$ cat config.mk
export PLATFORM = sky130hd
export DESIGN_NAME = dispensador_cambio_flat
export DESIGN_NICKNAME = d
export VERILOG_FILES = /design/src/rtl/dispensador_cambio_if.sv /design/src/rtl/dispensador_cambio.sv /design/src/flat_wrapper.sv
export SDC_FILE = /design/constraint.sdc
export NUM_CORES = 1
export LEC_CHECK = 0
export BUFFER_PORTS_ARGS = -buffer_cell sky130_fd_sc_hd__buf_4
export CAP_MARGIN = 30
export CORE_ASPECT_RATIO = 1.1
export CORE_MARGIN = 2
export CORE_UTILIZATION = 63
export CTS_BUF_LIST = sky130_fd_sc_hd__clkbuf_2 sky130_fd_sc_hd__clkbuf_4 sky130_fd_sc_hd__clkbuf_8
export CTS_CLUSTER_SIZE = 12
export DETAILED_ROUTE_END_ITERATION = 8
export PLACE_DENSITY = 0.94
export SLEW_MARGIN = 20
export SYNTH_ARGS = -nofsm -noshare
export SYNTH_HDL_FRONTEND = slang
export SYNTH_SLANG_ARGS = --single-unit
export TNS_END_PERCENT = 100
$ cat constraint.sdc
create_clock -name clk -period 2.6 [get_ports clk]
set_input_delay 0.52 -clock clk [delete_from_list [all_inputs] [get_ports clk]]
set_output_delay 0.52 -clock clk [all_outputs]
set_load 0.005 [all_outputs]
$ cat src/rtl/dispensador_cambio_if.sv
// Bundle between the vending front end and the change dispenser:
// the credit code going in, and the actuator and status pulses coming out.
interface dispensador_cambio_if;
  logic [2:0] producto;
  logic       listo;
  logic       motor;
  logic       moneda_dev;
  logic       rechazo;
  logic       hecho;
  logic       descartado;

  // Front end side: presents the credit code, observes status and actuators.
  modport master (
    output producto,
    input  listo,
    input  motor,
    input  moneda_dev,
    input  rechazo,
    input  hecho,
    input  descartado
  );

  // Dispenser side: consumes the credit code, drives everything else.
  modport slave (
    input  producto,
    output listo,
    output motor,
    output moneda_dev,
    output rechazo,
    output hecho,
    output descartado
  );
endinterface

$ cat src/rtl/dispensador_cambio.sv
// Change dispenser: accepts a credit code in IDLE, runs the dispense motor
// when the credit covers the price, then returns the change (or the whole
// credit on a rejected request) as one coin-return pulse per coin.
// Every output is a flop, so the actuators never see combinational glitches.
module dispensador_cambio #(
  parameter int PRECIO       = 3,
  parameter int MOTOR_CICLOS = 8,
  parameter int PULSO_CICLOS = 4,
  parameter int PAUSA_CICLOS = 4
) (
  input  logic                 clk,
  input  logic                 reset_n,
  dispensador_cambio_if.slave  bus
);

  // Counter is sized for the longest timed phase.
  localparam int MAX_MP = (MOTOR_CICLOS > PULSO_CICLOS) ? MOTOR_CICLOS : PULSO_CICLOS;
  localparam int MAX_C  = (MAX_MP > PAUSA_CICLOS) ? MAX_MP : PAUSA_CICLOS;
  localparam int CW     = $clog2(MAX_C) + 1;

  localparam logic [2:0]    PRECIO_3   = 3'(PRECIO);
  localparam logic [CW-1:0] MOTOR_FIN  = CW'(MOTOR_CICLOS - 1);
  localparam logic [CW-1:0] PULSO_FIN  = CW'(PULSO_CICLOS - 1);
  localparam logic [CW-1:0] PAUSA_FIN  = CW'(PAUSA_CICLOS - 1);
  localparam logic [CW-1:0] CNT_CERO   = '0;
  localparam logic [CW-1:0] CNT_UNO    = CW'(1);

  typedef enum logic [2:0] {
    IDLE  = 3'd0,
    MOTOR = 3'd1,
    PULSO = 3'd2,
    PAUSA = 3'd3,
    FIN   = 3'd4
  } estado_t;

  estado_t       state_reg, state_next;
  logic [CW-1:0] cnt_reg, cnt_next;
  logic [2:0]    cambio_reg, cambio_next;

  logic listo_reg, listo_next;
  logic motor_reg, motor_next;
  logic moneda_reg, moneda_next;
  logic rechazo_reg, rechazo_next;
  logic hecho_reg, hecho_next;
  logic descartado_reg, descartado_next;

  // Next state, phase counter, pending change and the registered-output targets.
  always_comb begin
    state_next      = state_reg;
    cnt_next        = cnt_reg + CNT_UNO;
    cambio_next     = cambio_reg;
    rechazo_next    = 1'b0;
    descartado_next = 1'b0;

    case (state_reg)
      IDLE: begin
        cnt_next = CNT_CERO;
        if (bus.producto != 3'd0) begin
          if (bus.producto >= PRECIO_3) begin
            // Price covered: dispense first, change afterwards.
            cambio_next = bus.producto - PRECIO_3;
            state_next  = MOTOR;
          end else begin
            // Not enough credit: refund everything, motor stays off.
            cambio_next  = bus.producto;
            rechazo_next = 1'b1;
            state_next   = PULSO;
          end
        end
      end
      MOTOR: begin
        if (cnt_reg == MOTOR_FIN) begin
          cnt_next   = CNT_CERO;
          state_next = (cambio_reg != 3'd0) ? PULSO : FIN;
        end
      end
      PULSO: begin
        if (cnt_reg == PULSO_FIN) begin
          // One coin has been paid out by the end of the high phase.
          cnt_next    = CNT_CERO;
          cambio_next = cambio_reg - 3'd1;
          state_next  = PAUSA;
        end
      end
      PAUSA: begin
        if (cnt_reg == PAUSA_FIN) begin
          cnt_next   = CNT_CERO;
          state_next = (cambio_reg != 3'd0) ? PULSO : FIN;
        end
      end
      FIN: begin
        cnt_next   = CNT_CERO;
        state_next = IDLE;
      end
      default: begin
        cnt_next    = CNT_CERO;
        cambio_next = 3'd0;
        state_next  = IDLE;
      end
    endcase

    // Requests arriving while busy are dropped but flagged.
    if (state_reg != IDLE && bus.producto != 3'd0) begin
      descartado_next = 1'b1;
    end

    // Level outputs follow the state being entered, so they line up with it.
    listo_next  = (state_next == IDLE);
    motor_next  = (state_next == MOTOR);
    moneda_next = (state_next == PULSO);
    hecho_next  = (state_next == FIN);
  end

  // State, counters and all outputs; reset drops the actuators immediately.
  always_ff @(posedge clk or negedge reset_n) begin
    if (!reset_n) begin
      state_reg      <= IDLE;
      cnt_reg        <= CNT_CERO;
      cambio_reg     <= 3'd0;
      listo_reg      <= 1'b1;
      motor_reg      <= 1'b0;
      moneda_reg     <= 1'b0;
      rechazo_reg    <= 1'b0;
      hecho_reg      <= 1'b0;
      descartado_reg <= 1'b0;
    end else begin
      state_reg      <= state_next;
      cnt_reg        <= cnt_next;
      cambio_reg     <= cambio_next;
      listo_reg      <= listo_next;
      motor_reg      <= motor_next;
      moneda_reg     <= moneda_next;
      rechazo_reg    <= rechazo_next;
      hecho_reg      <= hecho_next;
      descartado_reg <= descartado_next;
    end
  end

  assign bus.listo      = listo_reg;
  assign bus.motor      = motor_reg;
  assign bus.moneda_dev = moneda_reg;
  assign bus.rechazo    = rechazo_reg;
  assign bus.hecho      = hecho_reg;
  assign bus.descartado = descartado_reg;

endmodule

$ cat src/flat_wrapper.sv
// flat-port wrapper written by rule: the top's interface ports become plain ports
module dispensador_cambio_flat 
#(
  parameter int PRECIO       = 3,
  parameter int MOTOR_CICLOS = 8,
  parameter int PULSO_CICLOS = 4,
  parameter int PAUSA_CICLOS = 4
)
  (clk, reset_n, bus_producto, bus_listo, bus_motor, bus_moneda_dev, bus_rechazo, bus_hecho, bus_descartado);
  dispensador_cambio_if bus_i ();
  input  logic clk;
  input  logic reset_n;
  input wire logic [$bits(bus_i.producto)-1:0] bus_producto;
  output wire logic [$bits(bus_i.listo)-1:0] bus_listo;
  output wire logic [$bits(bus_i.motor)-1:0] bus_motor;
  output wire logic [$bits(bus_i.moneda_dev)-1:0] bus_moneda_dev;
  output wire logic [$bits(bus_i.rechazo)-1:0] bus_rechazo;
  output wire logic [$bits(bus_i.hecho)-1:0] bus_hecho;
  output wire logic [$bits(bus_i.descartado)-1:0] bus_descartado;
  assign bus_i.producto = bus_producto;
  assign bus_listo = bus_i.listo;
  assign bus_motor = bus_i.motor;
  assign bus_moneda_dev = bus_i.moneda_dev;
  assign bus_rechazo = bus_i.rechazo;
  assign bus_hecho = bus_i.hecho;
  assign bus_descartado = bus_i.descartado;
  dispensador_cambio #(.PRECIO(PRECIO), .MOTOR_CICLOS(MOTOR_CICLOS), .PULSO_CICLOS(PULSO_CICLOS), .PAUSA_CICLOS(PAUSA_CICLOS)) u_core (.clk(clk), .reset_n(reset_n), .bus(bus_i));
endmodule
==> out/results.txt <==
Setup WS pre-CTS - 0.629 ns
Die ar. - 0.00183 sq mm
Worst Reg-to-Reg Cells - 5
nets - 111
P per Cell Area - 1130 mW/mm^2
Initial Utilization - 0.683
DRC viols - 0
synth warn - 0
Rows - 14
max reg flops - 4
worst reg2reg path startpoint - u_core.cnt_reg[0]$_DFF_PN0_
share of cells above drive strength 1 - 0.273
total routed wirelength - 1.93 mm
port bufs - 10
worst slew pin tran - 0.441 ns
WS Path Type - flip-flop to flip-flop
FF/Latch Area - 402 sq um
area of the multi-input gates - 498 sq um
number of global-route vias before repair - 761
root buffer cell - clkbuf_4
ANT cells - 0
Peak VDD IR - 0.618 mV
core area - 0.00138 sq mm
crit start category - flip-flop
Min-Delay Path Class - primary input to async pin
DRT iter0 DRCs - 27
crit share post-route - 0.679
Mean Syn Cell Area - 11.0 sq um
CTS clk-pin slew, worst paths - 0.10 ns
via count - 702
Distinct cells, synth - 39
crit-path max FO - 4
Placed Area - 0.00103 sq mm
dominant cell type by area after synthesis - dfrtp_1
crit path max-delay cell type - dfrtp_1
RePlAce Congestion - 0.827
Hold Vio Cnt, Final - 0
setup slack, reg-to-reg - 0.83 ns
cts bufs inserted - 3
setup TNS - 0 ns
Synthesized Nets - 97
cts-stage hold buffer count - 0
first-pass GRT wire length - 3.26 mm
Yosys reg bits - 16
via density per instance - 6.10
Finished Cell Area - 0.00106 sq mm
EDFF count, synth - 0
fmax - 566 MHz
max incr delay on CP - 0.42 ns
post-synthesis sequential area ratio - 0.425
largest cells by area after synthesis - dfrtp_1 40%, ha_1 7.9%, nor2_1 4.0%
Die Span Y - 44.6 um
RSZ-0062 raised after global routing - false
top-area cell type share of the netlist area - 0.397
die width - 40.9 um
ANT nets after route - 0
Setup WS post-layout - 0.834 ns
DP HPWL - 1.43 mm
clk sinks - 16
Inst Count DP - 111
Fill cells - 80
CTS resizes - 0
wire per inst - 16.8 um
largest net degree at the start of global routing - 17
min Tclk post-route - 1.77 ns
Total GRT Usage - 0.273
leakage - 0.524 nW
MaxCap Viol Count - 0
clk_skew - 0.00563 ns
Post-synth ARST share - 1.00
Synth Flop Type - dfrtp_1
Max Buffers Root-to-Sink - 2
DRT Pass-1 Iters - 4
Arr. time, crit path - 1.96 ns
r2r endpoint - u_core.cambio_reg[1]$_DFFE_PN0P_
Total Power - 0.00120 W
critical-path cell list - ha_1 > nor3b_2 > and2b_1 > o21ai_2 > mux2_4
final number of setup-violating endpoints - 0
clk_lat worst skew - 0.30 ns
htree depth - 1
gr ovfl total - 0
status - completed
CP Capture Type - flip-flop
CTS tree - yes
I/O pin cnt - 11
number of antenna violations at the first check in global routing - 0
post-synthesis instance area - 945 sq um
Non-Filler Instances - 115
CP Data Required Time - 2.79 ns
max_slew headroom - 0.705
max-slew violations - 0
Gate Count Post-Synth - 86
Post-CTS Setup Bufs - 0
area delta synth->final - 12.7%
Crit. Startpoint - u_core.cnt_reg[0]$_DFF_PN0_
==> logic make-up (layout without fill, tap and decap cells) <==
logic type,count (synthesis),after routing,share of synthesized area
fa+ha+maj,6,6,0.0795
mux,4,4,0.0530
simple gates,32,32,0.245
compound gates,16,16,0.131
flops,16,16,0.425
xor+xnor,2,2,0.0185
buf+inv,10,23,0.0477
==> power by group <==
group | switching, W | internal [W]
clock | 0.0000862 | 0.0000856
combinational | 0.000293 | 0.000299
sequential | 0.0000923 | 0.000342
==> critical path: cells and delay by family (launching register included) <==
kind / cells / cell delay (ns)
adders and majority gates: 1 / 0.26
and+or+nand+nor: 2 / 0.41
muxes: 1 / 0.32
DFF: 1 / 0.42
AOI/OAI and AO/OA: 1 / 0.25
==> per-layer routing <==
metal  track usage  vias to the layer above  wire, um
li1              -                      331         -
met1         0.326                      342       796
met2         0.438                       22       974
met3        0.0503                        7        93
met4         0.160                        0        63
met5             0                        -         0
==> cells in the mapped netlist, drive strengths merged, types with 2 or more instances <==
master   n
o21ai    3
inv      9
nand2    2
a21oi    3
dfrtp   15
mux2i    2
and3     2
nor3b    4
mux2     2
nand3b   3
nor2    10
nor2b    3
ha       6
a211o    2
==> layout by cell type (no fill, tap or decap), types with 2 or more instances in the layout <==
cell and instances:
a21oi_1 3, nor2b_1 3, clkbuf_4 3, nand2_1 2
nor3b_2 3, mux2i_1 2, ha_1 6, inv_1 9
and3_1 2, nor2_1 10, buf_4 10, nand3b_1 2
mux2_4 2, dfrtp_1 15
==> through the flow <==
stage / hold WS, ns / util
6_report: 0.0524 / 0.769
5_1_grt: 0.0703 / 0.769
4_1_cts: 0.0642 / 0.769
3_5_place_dp: 0.389 / 0.743
3_3_place_gp: 0.383 / 0.743
2_1_floorplan: 0.224 / -
==> worst max path at each step <==
stage | to | slack, ns
after floorplan | u_core.cambio_reg[0]$_DFFE_PN0P_ | 0.86
after global placement | u_core.bus.moneda_dev$_DFF_PN0_ | 0.68
after detailed placement | u_core.bus.moneda_dev$_DFF_PN0_ | 0.63
after CTS | u_core.cambio_reg[1]$_DFFE_PN0P_ | 0.84
after global routing | u_core.cambio_reg[0]$_DFFE_PN0P_ | 0.77
final | u_core.cambio_reg[1]$_DFFE_PN0P_ | 0.83
==> final cells by class <==
| type | instances | share of cell area |
|---|---|---|
| Inverter | 9 | 0.0317 |
| Timing Repair Buffer | 10 | 0.0705 |
| Multi-Input combinational cell | 60 | 0.468 |
| Tap cell | 16 | 0.0188 |
| Clock buffer | 4 | 0.0341 |
| Sequential cell | 16 | 0.377 |
Note: power is estimated with default switching activity, not from simulation.
